**src/rtl/fpnew_pkg.sv**
```systemverilog
// Shared FP types and format helpers for the FPnew tail stages.
package fpnew_pkg;

  typedef enum logic [2:0] {
    FP32    = 3'd0,
    FP64    = 3'd1,
    FP16    = 3'd2,
    FP8     = 3'd3,
    FP16ALT = 3'd4
  } fp_format_e;

  typedef enum logic [2:0] {
    RNE = 3'b000,
    RTZ = 3'b001,
    RDN = 3'b010,
    RUP = 3'b011,
    RMM = 3'b100
  } roundmode_e;

  typedef struct packed {
    logic NV;
    logic DZ;
    logic OF;
    logic UF;
    logic NX;
  } status_t;

  localparam int unsigned MAX_FP_WIDTH = 64;

  function automatic int unsigned exp_bits(fp_format_e fmt);
    case (fmt)
      FP64:    return 11;
      FP16:    return 5;
      FP8:     return 5;
      default: return 8;
    endcase
  endfunction

  function automatic int unsigned man_bits(fp_format_e fmt);
    case (fmt)
      FP64:    return 52;
      FP16:    return 10;
      FP8:     return 2;
      FP16ALT: return 7;
      default: return 23;
    endcase
  endfunction

  function automatic int unsigned fp_width(fp_format_e fmt);
    return 1 + exp_bits(fmt) + man_bits(fmt);
  endfunction

  // Quiet NaN with sign 0: exponent all ones plus the mantissa MSB, right-aligned.
  function automatic logic [MAX_FP_WIDTH-1:0] canonical_nan(fp_format_e fmt);
    logic [MAX_FP_WIDTH-1:0] ones;
    ones = (MAX_FP_WIDTH'(1) << (exp_bits(fmt) + 1)) - MAX_FP_WIDTH'(1);
    return ones << (man_bits(fmt) - 1);
  endfunction

endpackage

```
**src/rtl/fpnew_round_pack.sv**
```systemverilog
// Combinational rounding, overflow saturation, special-value override, packing and
// NaN-boxing of one unpacked FP result.
module fpnew_round_pack import fpnew_pkg::*; #(
  parameter fp_format_e  FpFormat = FP32,
  parameter int unsigned Width    = 64,
  localparam int unsigned EXP_BITS = exp_bits(FpFormat),
  localparam int unsigned MAN_BITS = man_bits(FpFormat)
) (
  input  logic                sign_i,
  input  logic [EXP_BITS:0]   exp_i,
  input  logic [MAN_BITS:0]   mant_i,
  input  logic                round_i,
  input  logic                sticky_i,
  input  logic                is_nan_i,
  input  logic                is_inf_i,
  input  logic                is_zero_i,
  input  logic                nv_i,
  input  logic                dz_i,
  input  roundmode_e          rnd_mode_i,
  output logic [Width-1:0]    result_o,
  output status_t             status_o
);

  localparam int unsigned WIDTH = fp_width(FpFormat);
  localparam logic [MAX_FP_WIDTH-1:0] CNAN = canonical_nan(FpFormat);
  localparam logic [EXP_BITS+1:0] EXP_OVF = {2'b00, {EXP_BITS{1'b1}}};

  function automatic logic round_up(input roundmode_e rm, input logic sign,
                                    input logic lsb, input logic rnd, input logic sticky);
    case (rm)
      RNE:     return rnd & (sticky | lsb);
      RDN:     return (rnd | sticky) & sign;
      RUP:     return (rnd | sticky) & ~sign;
      RMM:     return rnd;
      default: return 1'b0;
    endcase
  endfunction

  logic                inc;
  logic [MAN_BITS+1:0] mant_rnd;
  logic                carry;
  logic                subnorm_promote;
  logic [EXP_BITS+1:0] exp_rnd;
  logic [MAN_BITS-1:0] mant_field;
  logic                overflow;
  logic                to_max;
  logic                inexact;
  logic [WIDTH-1:0]    res_fp;
  logic [Width-1:0]    res_boxed;

  always_comb begin
    inc             = round_up(rnd_mode_i, sign_i, mant_i[0], round_i, sticky_i);
    mant_rnd        = {1'b0, mant_i} + {{(MAN_BITS+1){1'b0}}, inc};
    carry           = mant_rnd[MAN_BITS+1];
    // A subnormal whose increment reaches the implicit bit is the smallest normal.
    subnorm_promote = (exp_i == '0) & mant_rnd[MAN_BITS];
    exp_rnd         = {1'b0, exp_i} + {{(EXP_BITS+1){1'b0}}, carry | subnorm_promote};
    mant_field      = carry ? '0 : mant_rnd[MAN_BITS-1:0];
    overflow        = (exp_rnd >= EXP_OVF);
    to_max          = (rnd_mode_i == RTZ) | ((rnd_mode_i == RDN) & ~sign_i) |
                      ((rnd_mode_i == RUP) & sign_i);
    inexact         = round_i | sticky_i | overflow;

    res_fp          = {sign_i, exp_rnd[EXP_BITS-1:0], mant_field};
    status_o        = '{NV: nv_i, DZ: dz_i, OF: overflow,
                        UF: (exp_i == '0) & inexact, NX: inexact};
    if (overflow) begin
      res_fp = to_max ? {sign_i, {(EXP_BITS-1){1'b1}}, 1'b0, {MAN_BITS{1'b1}}}
                      : {sign_i, {EXP_BITS{1'b1}}, {MAN_BITS{1'b0}}};
    end

    if (is_nan_i) begin
      res_fp   = CNAN[WIDTH-1:0];
      status_o = '{NV: nv_i, DZ: dz_i, OF: 1'b0, UF: 1'b0, NX: 1'b0};
    end else if (is_inf_i) begin
      res_fp   = {sign_i, {EXP_BITS{1'b1}}, {MAN_BITS{1'b0}}};
      status_o = '{NV: nv_i, DZ: dz_i, OF: 1'b0, UF: 1'b0, NX: 1'b0};
    end else if (is_zero_i) begin
      res_fp   = {sign_i, {(WIDTH-1){1'b0}}};
      status_o = '{NV: nv_i, DZ: dz_i, OF: 1'b0, UF: 1'b0, NX: 1'b0};
    end

    res_boxed              = '1;
    res_boxed[WIDTH-1:0]   = res_fp;
    result_o               = res_boxed;
  end

endmodule

```
**src/rtl/fpnew_value_encoder.sv**
```systemverilog
// Output encoder: combinational round/pack followed by NumPipeRegs handshake stages
// with flush; NumPipeRegs=0 gives a pure pass-through path.
module fpnew_value_encoder import fpnew_pkg::*; #(
  parameter fp_format_e  FpFormat    = FP32,
  parameter int unsigned Width       = 64,
  parameter int unsigned NumPipeRegs = 1,
  parameter int unsigned TagWidth    = 4,
  localparam int unsigned EXP_BITS   = exp_bits(FpFormat),
  localparam int unsigned MAN_BITS   = man_bits(FpFormat)
) (
  input  logic                clk_i,
  input  logic                rst_i,
  input  logic                flush_i,
  input  logic                in_valid_i,
  output logic                in_ready_o,
  input  logic                sign_i,
  input  logic [EXP_BITS:0]   exp_i,
  input  logic [MAN_BITS:0]   mant_i,
  input  logic                round_i,
  input  logic                sticky_i,
  input  logic                is_nan_i,
  input  logic                is_inf_i,
  input  logic                is_zero_i,
  input  logic                nv_i,
  input  logic                dz_i,
  input  roundmode_e          rnd_mode_i,
  input  logic [TagWidth-1:0] tag_i,
  output logic                out_valid_o,
  input  logic                out_ready_i,
  output logic [Width-1:0]    result_o,
  output status_t             status_o,
  output logic [TagWidth-1:0] tag_o
);

  typedef struct packed {
    logic [Width-1:0]    result;
    status_t             status;
    logic [TagWidth-1:0] tag;
  } stage_t;

  stage_t in_stage;

  fpnew_round_pack #(
    .FpFormat (FpFormat),
    .Width    (Width)
  ) u_round_pack (
    .sign_i     (sign_i),
    .exp_i      (exp_i),
    .mant_i     (mant_i),
    .round_i    (round_i),
    .sticky_i   (sticky_i),
    .is_nan_i   (is_nan_i),
    .is_inf_i   (is_inf_i),
    .is_zero_i  (is_zero_i),
    .nv_i       (nv_i),
    .dz_i       (dz_i),
    .rnd_mode_i (rnd_mode_i),
    .result_o   (in_stage.result),
    .status_o   (in_stage.status)
  );

  assign in_stage.tag = tag_i;

  if (NumPipeRegs == 0) begin : gen_comb
    assign out_valid_o = in_valid_i;
    assign in_ready_o  = out_ready_i;
    assign result_o    = in_stage.result;
    assign status_o    = in_stage.status;
    assign tag_o       = in_stage.tag;
  end else begin : gen_pipe
    logic [NumPipeRegs-1:0] valid_q;
    stage_t                 data_q       [NumPipeRegs];
    logic [NumPipeRegs-1:0] stage_ready;
    logic [NumPipeRegs-1:0] stage_in_vld;
    stage_t                 stage_in     [NumPipeRegs];

    // Ready ripples back from the output: a stage takes data if empty or draining.
    always_comb begin
      stage_ready                = '0;
      stage_ready[NumPipeRegs-1] = ~valid_q[NumPipeRegs-1] | out_ready_i;
      for (int i = NumPipeRegs - 2; i >= 0; i--) begin
        stage_ready[i] = ~valid_q[i] | stage_ready[i+1];
      end
    end

    always_comb begin
      stage_in_vld    = '0;
      stage_in_vld[0] = in_valid_i;
      stage_in[0]     = in_stage;
      for (int i = 1; i < NumPipeRegs; i++) begin
        stage_in_vld[i] = valid_q[i-1];
        stage_in[i]     = data_q[i-1];
      end
    end

    always_ff @(posedge clk_i) begin
      if (rst_i) begin
        valid_q <= '0;
        for (int i = 0; i < NumPipeRegs; i++) data_q[i] <= '0;
      end else begin
        for (int i = 0; i < NumPipeRegs; i++) begin
          valid_q[i] <= ~flush_i & (stage_ready[i] ? stage_in_vld[i] : valid_q[i]);
          if (stage_ready[i] && stage_in_vld[i]) data_q[i] <= stage_in[i];
        end
      end
    end

    assign in_ready_o  = stage_ready[0];
    assign out_valid_o = valid_q[NumPipeRegs-1];
    assign result_o    = data_q[NumPipeRegs-1].result;
    assign status_o    = data_q[NumPipeRegs-1].status;
    assign tag_o       = data_q[NumPipeRegs-1].tag;
  end

endmodule

```
**config.mk**
```make
export PLATFORM = sky130hd
export DESIGN_NAME = fpnew_value_encoder
export DESIGN_NICKNAME = d
export VERILOG_FILES = /design/src/rtl/fpnew_pkg.sv /design/src/rtl/fpnew_round_pack.sv /design/src/rtl/fpnew_value_encoder.sv
export SDC_FILE = /design/constraint.sdc
export NUM_CORES = 1
export LEC_CHECK = 0
export ABC_AREA = 1
export CAP_MARGIN = 0
export CORE_UTILIZATION = 60
export CTS_CLUSTER_SIZE = 25
export DETAILED_ROUTE_END_ITERATION = 10
export DONT_BUFFER_PORTS = 1
export MAX_ROUTING_LAYER = met4
export PLACE_DENSITY = 0.82
export SYNTH_ARGS = -nofsm -noshare
export SYNTH_HDL_FRONTEND = slang
export SYNTH_SLANG_ARGS = --single-unit
```
**constraint.sdc**
```tcl
create_clock -name clk_i -period 4.58 [get_ports clk_i]
set_input_delay 0.916 -clock clk_i [delete_from_list [all_inputs] [get_ports clk_i]]
set_output_delay 0.916 -clock clk_i [all_outputs]
set_load 0.03 [all_outputs]
```
Word-level counts from Yosys, hierarchy flattened
Memories as Yosys holds them, arrays and structs flattened.
Index checks and enable logic that the tools add are counted.
{"block": "word_totals", "regBits": 1, "mem_bits_rw": 73, "input_bits": 53, "word_cells": 49, "memories": 1}
{"block": "classes", "n_addsub": 2, "magnitude_cmp": 1, "eq_ne": 4, "n_mux": 18, "bitwise_logic": 18, "n_reduce_logical": 4}
{"memory": "gen_pipe.data_q", "depth": 1, "word_bits": 73, "read_ports": 1, "rd_clocked_by_memory_dff": 0, "write_ports": 1, "line_no": "fpnew_value_encoder.sv:72", "rtl": "stage_t data_q [NumPipeRegs];"}
{"op": "2-to-1 mux 31 bit", "n": 3}
{"op": "2-to-1 mux 73 bit", "n": 1}
{"op": "OR reduction 73 bit", "n": 1}
{"op": "2-to-1 mux 32 bit", "n": 1}
{"op": "adder 24 x 1 -> 25 bit", "n": 1}
{"op": "2-to-1 mux 24 bit", "n": 1}
{"op": "2-to-1 mux 23 bit", "n": 1}
{"op": "adder 9 x 1 -> 10 bit", "n": 1}
{"op": ">= comparator 10 x 8 -> 1 bit (second input constant)", "n": 1}
{"op": "zero test 9 bit", "n": 1}
{"op": "2-to-1 mux 3 bit", "n": 3}
{"op": "bitwise AND 1 bit", "n": 8}
{"op": "2-to-1 mux 1 bit", "n": 7}
{"op": "OR 1 bit", "n": 7}
{"op": "equality test 3 x 2 -> 1 bit (second input constant)", "n": 2}
{"op": "one-hot mux 1 bit (4 select lines)", "n": 1}
{"op": "equality test 3 x 1 -> 1 bit (second input constant)", "n": 1}
{"op": "equality test 3 bit (second input constant)", "n": 1}
{"op": "zero test 3 bit", "n": 1}
{"op": "inverter 1 bit", "n": 3}
{"op": "logical AND 1 bit", "n": 1}

Longest topological paths before layout
Gate-level depths: netlist of run 1.
{"block": "depth", "word_depth": 14, "ltp_mapped": 28, "mapped_depth_nobuf": 28}

Hierarchy
A second synthesis of run 1 with hierarchy kept.
{"block": "unflattened", "cells_unflattened": 567, "hier_area_um2": 4778.3}
{"module": "fpnew_value_encoder", "instances": 1, "cells_each": 236, "area_each_um2": 3072.9, "seq_area_each_um2": 2212.1}
{"module": "fpnew_round_pack", "instances": 1, "cells_each": 331, "area_each_um2": 1705.4, "seq_area_each_um2": 0.0}

Worst setup path before layout of run 1
Ideal clock, no wire load.
{"block": "synth_path", "path_type": "input -> register", "startpoint": "input rnd_mode_i[1]", "endpoint": "memory gen_pipe.data_q[0][29] in the netlist's numbering, data pin", "setup_time_ns": 0.280, "arrival_time_ns": 3.899, "t_required_ns": 4.300, "setup_slack_ns": 0.401, "path_stages": 26, "path_cell_list": "nand2_1 nor2_1 ha_1 o2111ai_1 nand2_1 ha_1 ha_1 nand2_1 nor3_2 nand2_1 nor2_1 nand2_1 o22ai_1 ha_1 nand2_2 nor2_4 nand2_4 nor2_8 nand2_2 nand2_2 nand2_4 nand2_8 inv_4 buf_6 nand2_1 a21oi_2"}
{"block": "synth_via", "elab_chain_cells": 12, "elab_cells_between_ends": 22, "cone_classes": "add/sub: 2; order compare: 1; eq/ne: 4; mux: 8; bitwise: 6; reduce/logical: 1"}
{"item": "from (decl)", "line_no": "fpnew_value_encoder.sv:26", "rtl": "input roundmode_e rnd_mode_i,"}
{"item": "equality test 3 bit, or another cell as far along", "line_no": "fpnew_round_pack.sv:30", "rtl": "case (rm)"}
{"item": "one-hot mux 1 bit (4 select lines)", "line_no": "fpnew_round_pack.sv:30"}
{"item": "adder 24 x 1 -> 25 bit", "line_no": "fpnew_round_pack.sv:53", "rtl": "mant_rnd = {1'b0, mant_i} + {{(MAN_BITS+1){1'b0}}, inc};"}
{"item": "bitwise AND 1 bit", "line_no": "fpnew_round_pack.sv:56", "rtl": "subnorm_promote = (exp_i == '0) & mant_rnd[MAN_BITS];"}
{"item": "OR 1 bit", "line_no": "fpnew_round_pack.sv:57", "rtl": "exp_rnd = {1'b0, exp_i} + {{(EXP_BITS+1){1'b0}}, carry | subnorm_promote};"}
{"item": "adder 9 x 1 -> 10 bit", "line_no": "fpnew_round_pack.sv:57"}
{"item": ">= comparator 10 x 8 -> 1 bit", "line_no": "fpnew_round_pack.sv:59", "rtl": "overflow = (exp_rnd >= EXP_OVF);"}
{"item": "2-to-1 mux 31 bit *", "line_no": "fpnew_round_pack.sv:67", "rtl": "if (overflow) begin"}
{"item": "2-to-1 mux 31 bit *", "line_no": "fpnew_round_pack.sv:78", "rtl": "end else if (is_zero_i) begin"}
{"item": "2-to-1 mux 31 bit *", "line_no": "fpnew_round_pack.sv:75", "rtl": "end else if (is_inf_i) begin"}
{"item": "2-to-1 mux 32 bit *", "line_no": "fpnew_round_pack.sv:72", "rtl": "if (is_nan_i) begin"}
{"item": "2-to-1 mux 73 bit (no source line) *"}
{"item": "to (decl)", "line_no": "fpnew_value_encoder.sv:72"}
Mark *: on every way between the ends. The rest lies on a longest branch, timed or not.

Final worst setup path of run 1
{"block": "layout_path", "startpoint": "input rnd_mode_i[1]", "endpoint": "memory gen_pipe.data_q[0][5] in the netlist's numbering, data pin"}
{"block": "layout_via", "elab_chain_cells": 13, "elab_cells_between_ends": 16, "cone_classes": "add/sub: 2; order compare: 1; eq/ne: 3; mux: 5; bitwise: 4; reduce/logical: 1"}
{"item": "equality test 3 bit, or another cell as far along", "line_no": "fpnew_round_pack.sv:30"}
{"item": "one-hot mux 1 bit (4 select lines) *", "line_no": "fpnew_round_pack.sv:30"}
{"item": "adder 24 x 1 -> 25 bit *", "line_no": "fpnew_round_pack.sv:53"}
{"item": "bitwise AND 1 bit", "line_no": "fpnew_round_pack.sv:56"}
{"item": "OR 1 bit *", "line_no": "fpnew_round_pack.sv:57"}
{"item": "adder 9 x 1 -> 10 bit *", "line_no": "fpnew_round_pack.sv:57"}
{"item": ">= comparator 10 x 8 -> 1 bit *", "line_no": "fpnew_round_pack.sv:59"}
{"item": "OR 1 bit *", "line_no": "fpnew_round_pack.sv:62", "rtl": "inexact = round_i | sticky_i | overflow;"}
{"item": "bitwise AND 1 bit *", "line_no": "fpnew_round_pack.sv:66", "rtl": "UF: (exp_i == '0) & inexact, NX: inexact};"}
{"item": "2-to-1 mux 3 bit *", "line_no": "fpnew_round_pack.sv:78"}
{"item": "2-to-1 mux 3 bit *", "line_no": "fpnew_round_pack.sv:75"}
{"item": "2-to-1 mux 3 bit *", "line_no": "fpnew_round_pack.sv:72"}
{"item": "2-to-1 mux 73 bit (no source line) *"}
Marked as above.

==> run_results.csv, run 1 <==
group,metric,value,unit
global_routing,track_usage,0.2490,
critical_path,r2r_slack,2510,ps
timing,fin_skew,6.030,ps
timing,tightestPinTransition,960.2,ps
cells_and_area,n_fill_cell,427,
global_routing,grt_max_degree,43,
worst_hold_path,hold_path_depth,1,
critical_path,r2r-end,"gen_pipe.data_q[0][6]$_SDFFCE_PP0P_",
yosys,ys.flop_type,"edfxtp_1",
worst_hold_path,holdCritPathClass,"input pin to register",
place,dp_hpwl,4.974,mm
flow_run,drv_cap,0,
yosys,synth.largest_area_cell,"edfxtp_1",
worst_hold_path,hp-start,"flush_i",
pwr,power.total,939.2,uW
timing,finalMaxSlewViolations,0,
timing,setup_slack,440.4,ps
cells_and_area,layout_commonest_cell,"nand2_1",
yosys,yosysWarnings,0,
clocking,cts_root_buffer,"clkbuf_8",
route,drt_wl_total,6.349,mm
cells_and_area,fin_area,3148,um^2
yosys,synthesis.nets,427,
cells_and_area,syn2layout_area_growth,0.1992,%
floorplanning,die_y,74.36,um
place,postPlaceCellArea,3033,um^2
critical_path,arrival,4200,ps
critical_path,crit_type,"input pin to register",
run_status,outcome,"complete, no violations",
yosys,syn_inst,369,
clocking,cts_buffer_depth,2,
timing,tns,0,ps
yosys,synth-edff-count,42,
yosys,synth.area.top_cells,"edfxtp_1 40%, nand2_1 9.9%, buf_4 7.4%",
clocking,clock_sinks,43,
place,port_buffers,0,
cells_and_area,final_cell_mix,"82 x nand2_1, 44 x inv_1, 42 x edfxtp_1, 32 x nor2_1, 23 x nand3_1",
critical_path,r2r_start,"out_valid_o$_SDFF_PP0_",
floorplanning,die_area,5529,um^2
floorplanning,design.core.area,4880,um^2
timing,fmax,241.6,MHz
clocking,post_cts_buffers,0,
yosys,async_flop_share,0,
global_routing,grt_pass1_vias,2234,
route,vias,2314,
place,post-place-ws,77.05,ps
timing,hold_viol,0,
timing,final-setup-viol-count,0,
timing,slew_headroom,0.3576,
pwr,p_leak,1.345,nW
route,final_antenna_net_count,0,
clocking,insertion_delay,300,ps
clocking,cts.clk_slew.worst_paths,90,ps
critical_path,ff2ff_path_depth,3,
yosys,ys_ff_latch,43,
timing,final.min_clock_period,4140,ps
route,drt_first_pass_iters,4,
clocking,htreeDepth,2,
route,wl_per_cell,15.37,um
critical_path,cp_max_fo,15,
floorplanning,rows,25,
yosys,syn_avg_cell_area,8.514,um^2
pwr,vdd_drop_max,168.3,uV
yosys,synth_seq_area_share,0.4078,
floorplanning,start_util,0.6438,
clocking,ctsHoldBuffers,0,
timing,rsz0062_at_grt,"false",
critical_path,critPathLaunchType,"input pin",
cells_and_area,nets,403,
critical_path,endpoint_kind,"register",
place,gp_congestion,0.9700,
critical_path,cp.required,4640,ps
floorplanning,io_pins,128,
floorplanning,die_width,74.36,um
pwr,p_per_area,298.4,nW/um^2
yosys,ys_types,40,
route,avgViaCountPerCell,5.603,
yosys,netlist_area,3142,um^2
cells_and_area,drive_above_1_share,0.1734,
global_routing,grt_pass1_wl,10.16,mm
route,route.detailed.drc,0,
clocking,cts_tree,"built",
route,initialDrtViolationCount,172,
timing,fin_crit_sh,0.9038,
global_routing,antenna_found_initial,0,
cells_and_area,insertedDiodeCount,0,
global_routing,overflow,0,
clocking,cts_buffers,5,
yosys,synth_top_area_frac,0.4014,
worst_hold_path,min_to,"out_valid_o$_SDFF_PP0_",
[timing repair]
| item | 4_1_cts | 5_1_grt |
|---|---|---|
| endpoints found under the hold margin | 0 | 0 |
| setup endpoints to repair | 0 | 2 |
| resized for setup | 0 | 2 |
[stage by stage]
stage	hold slack, ps	util	instances
after floorplan	856.3	-	369
after global placement	894.6	0.6215	405
after detailed placement	889.7	0.6215	405
after CTS	678.6	0.6428	413
after global routing	674.6	0.6451	413
final	684.6	0.6451	413
[synth_stat cells (3+ instances only)]
cell type,count
nand3_1,23
a21oi_2,21
buf_4,31
clkbuf_1,3
a21oi_1,12
xor2_1,9
edfxtp_1,42
nor3_1,7
ha_1,5
nand2_1,83
nor2_1,32
inv_1,44
nand4_1,6
nand3_2,4
buf_6,3
nand2_4,3
xnor2_1,4
nand3b_1,3
nand2_2,3
or2_2,3
o21ai_0,6
[flip-flops by register name, summed over array words and instances (netlist names)]
signal	flops
out_valid_o	1
gen_pipe.data_q	42
[per-layer routing]
layer / up-vias / GRT usage / wire length [um]
li1: 1137 / - / -
met1: 1055 / 0.3259 / 2667
met2: 110 / 0.3764 / 3047
met3: 12 / 0.05962 / 522
met4: 0 / 0.08805 / 111
met5: - / - / 0
[cell type report]
| class | instances | area (um^2) | share of cell area |
|---|---|---|---|
| tap | 67 | 83.83 | 0.02663 |
| sequential | 43 | 1281 | 0.4070 |
| clock buffer | 7 | 96.34 | 0.03060 |
| clock inverter | 1 | 7.507 | 0.002385 |
| multi-input combinational | 243 | 1421 | 0.4515 |
| inverter | 46 | 175.2 | 0.05564 |
| timing repair buffer | 6 | 82.58 | 0.02623 |
[critical path, cell delays in order]
cell	delay [ps]
nand2_1	40
nor2_1	40
ha_1	260
o2111ai_1	120
nand2_1	90
ha_1	170
ha_1	160
nand2_1	100
nor3_2	210
nand2_1	100
nor2_1	180
nand2_1	170
o22ai_2	240
ha_1	240
nand3_1	110
inv_1	80
nand3_1	130
nand2_1	90
nand2_1	90
nand3_4	130
nand2_8	100
inv_4	180
a21oi_2	80
and2_1	150
[worst max-delay path by stage]
stage | startpoint | endpoint | slack [ps] | depth (start not counted)
5_1_grt | rnd_mode_i[1] | gen_pipe.data_q[0][33]$_SDFFCE_PN0P_ | 40 | 25
6_report | rnd_mode_i[1] | gen_pipe.data_q[0][5]$_SDFFCE_PP0P_ | 440 | 24
4_1_cts | rnd_mode_i[1] | gen_pipe.data_q[0][5]$_SDFFCE_PP0P_ | 400 | 25
3_3_place_gp | rnd_mode_i[1] | gen_pipe.data_q[0][5]$_SDFFCE_PP0P_ | 200 | 25
2_1_floorplan | rnd_mode_i[1] | gen_pipe.data_q[0][29]$_SDFFCE_PP0P_ | 400 | 26
3_5_place_dp | rnd_mode_i[1] | gen_pipe.data_q[0][5]$_SDFFCE_PP0P_ | 80 | 25
[power by group]
part           switching, mW  internal [mW]
Combinational          0.117         0.0352
Clock                  0.131          0.137
Sequential            0.0587          0.460
[cells by family after synthesis]
group / after synthesis / synth area share
AOI/OAI and AO/OA: 46 / 0.1036
xor gates and xnor gates: 13 / 0.03624
adders and majority gates: 5 / 0.01991
buffers and inverters: 83 / 0.1442
DFF: 43 / 0.4078
and+or+nand+nor: 179 / 0.2883
No activity file was read; power rests on OpenSTA's default activity.
==> inputs of run 2 (changes only) <==
--- a/config.mk
+++ b/config.mk
@@ -7,12 +7,15 @@
 export LEC_CHECK = 0
 export ABC_AREA = 1
 export CAP_MARGIN = 0
-export CORE_UTILIZATION = 60
+export CELL_PAD_IN_SITES_DETAIL_PLACEMENT = 1
+export CELL_PAD_IN_SITES_GLOBAL_PLACEMENT = 1
+export CORE_UTILIZATION = 46
 export CTS_CLUSTER_SIZE = 25
 export DETAILED_ROUTE_END_ITERATION = 10
 export DONT_BUFFER_PORTS = 1
 export MAX_ROUTING_LAYER = met4
-export PLACE_DENSITY = 0.82
+export PLACE_DENSITY = 0.86
+export RECOVER_POWER = 50
 export SYNTH_ARGS = -nofsm -noshare
 export SYNTH_HDL_FRONTEND = slang
 export SYNTH_SLANG_ARGS = --single-unit
==> run 2 against run 1 <==
The flow now finishes with violations (design-rule violations, max-capacitance violations, max-slew violations). Global-route usage down 2.2 points. Sequential share of layout area up 0.097 points. Non-clock buffer count increased by 2. Total power down 2.9%. Routed wire length up 22%. Final cell count up 2.9%. Flip-flop and latch count did not move. Combinational power increased by 3%. Maximum frequency down 5.9%.
==> run_results.csv, run 2 (synthesis gave the netlist of run 1 again) <==
group,metric,value,unit
run_status,outcome,"finished, violations left",
run_status,violations,"design-rule violations, max-capacitance violations, max-slew violations",
route,wl_per_cell,18.18,um
clocking,cts_resized,0,
cells_and_area,largest-register,"gen_pipe.data_q",
pwr,p_int,604.2,uW
cells_and_area,multi_input_area,1408,um^2
clocking,cts_buffers,5,
global_routing,grt_pass1_vias,2461,
timing,rsz0062_at_grt,"false",
cells_and_area,nets,405,
pwr,netSwitchingPower,308.2,uW
clocking,cts_tree,"built",
clocking,post_cts_buffers,0,
clocking,insertion_delay,300,ps
place,dp_hpwl,6.139,mm
floorplanning,die_y,84.65,um
route,avgViaCountPerCell,5.504,
timing,fin_crit_sh,0.9604,
global_routing,overflow,0,
timing,hold_viol,0,
place,post-place-ws,11.23,ps
route,drt_wl_total,7.728,mm
floorplanning,design.core.area,6459,um^2
cells_and_area,syn2layout_area_growth,-0.03988,%
cells_and_area,fin_util,0.4862,
cells_and_area,seq_area,1281,um^2
worst_hold_path,holdCritPathClass,"input pin to register",
pwr,combPwrFrac,0.172,
critical_path,cp_max_fo,24,
place,gp_congestion,0.9069,
pwr,p_seq_frac,0.569,
critical_path,cp.required,3660,ps
global_routing,track_usage,0.2268,
timing,finalMaxSlewViolations,44,
floorplanning,rows,29,
critical_path,crit_type,"register to output port",
timing,tightestPinTransition,3682,ps
global_routing,grt_max_degree,43,
critical_path,endpoint_kind,"output port",
timing,final.min_clock_period,4399,ps
clocking,clock_sinks,43,
timing,tns,0,ps
clocking,ctsHoldBuffers,0,
floorplanning,die_width,84.65,um
timing,fmax,227.3,MHz
timing,setup_slack,181.5,ps
clocking,htreeDepth,2,
floorplanning,die_area,7165,um^2
timing,slew_headroom,-1.444,
pwr,sw_frac_of_total,0.3378,
floorplanning,io_pins,128,
route,route.detailed.drc,14,
cells_and_area,drive_above_1_share,0.1667,
critical_path,critPathLaunchType,"register",
floorplanning,start_util,0.4864,
clocking,cts_root_buffer,"clkbuf_8",
global_routing,grt_pass1_wl,12.38,mm
critical_path,r2r_slack,1940,ps
cells_and_area,instances_no_fill,425,
pwr,p_leak,1.343,nW
critical_path,arrival,3480,ps
route,final_antenna_net_count,0,
pwr,p_per_area,290.5,nW/um^2
clocking,cts_buffer_depth,2,
pwr,pwr-share-clk,0.259,
pwr,vdd_drop_max,87.63,uV
cells_and_area,layout_commonest_cell,"nand2_1",
timing,final-setup-viol-count,0,
clocking,cts.clk_slew.worst_paths,80,ps
cells_and_area,n_fill_cell,787,
route,vias,2339,
place,port_buffers,0,
cells_and_area,largest_register_ffs,42,
cells_and_area,final_cell_mix,"83 x nand2_1, 44 x inv_1, 42 x edfxtp_1, 32 x nor2_1, 23 x nand3_1",
route,drt_first_pass_iters,7,
route,initialDrtViolationCount,107,
timing,fin_skew,8.621,ps
flow_run,drv_cap,2,
global_routing,antenna_found_initial,0,
cells_and_area,insertedDiodeCount,0,
place,dp.cells,417,
run 2: changes by cell type in the layout (fill, tap and decap cells not counted), sizes merged:
cell | previous run | this run
clkinv | 1 | 2
buf | 6 | 7
run 2: area by class of cell:
class,instances,share of cell area
multi-input combinational,243,0.4482
clock buffer,6,0.02311
sequential,43,0.4080
tap,77,0.03068
timing repair buffer,8,0.03028
inverter,46,0.05578
clock inverter,2,0.003984
run 2: final timing paths:
kind | start | endpoint | cells after the start
setup / recovery | gen_pipe.data_q[0][71]$_DFFE_PP_ | result_o[43] | 2
hold / removal | flush_i | out_valid_o$_SDFF_PP0_ | 1
setup reg to reg | out_valid_o$_SDFF_PP0_ | gen_pipe.data_q[0][22]$_SDFFCE_PP0P_ | 3
hold reg to reg | out_valid_o$_SDFF_PP0_ | out_valid_o$_SDFF_PP0_ | 2
run 2: through the flow:
step	power [mW]	cell area [um^2]	hold WS [ps]
floorplan	0.6834	3142	856.3
global placement	0.6819	3073	886.1
detailed placement	0.6871	3073	904.4
CTS	0.9197	3158	688.4
global route	0.9463	3141	684.1
finish	0.9124	3141	690.7
run 2: power groups by stage:
| stage | combinational [mW] | clock (mW) | sequential (mW) |
|---|---|---|---|
| 6_report | 0.157 | 0.236 | 0.519 |
| 5_1_grt | 0.171 | 0.254 | 0.521 |
| 4_1_cts | 0.159 | 0.241 | 0.520 |
| 3_5_place_dp | 0.159 | 0 | 0.529 |
| 3_3_place_gp | 0.154 | 0 | 0.528 |
| 2_1_floorplan | 0.154 | 0 | 0.529 |
run 2: metal layers:
| layer | part of all wire | wire, um | vias to the layer above | track usage |
|---|---|---|---|---|
| li1 | - | - | 1147 | - |
| met1 | 0.43 | 3320 | 1090 | 0.2752 |
| met2 | 0.50 | 3828 | 91 | 0.3858 |
| met3 | 0.060 | 462 | 11 | 0.04130 |
| met4 | 0.015 | 117 | 0 | 0.06626 |
| met5 | 0 | 0 | - | - |
run 2: worst max-delay path: stages (launching register included):
cell and delay (ps):
edfxtp_1 330, clkbuf_2 2580, buf_12 260
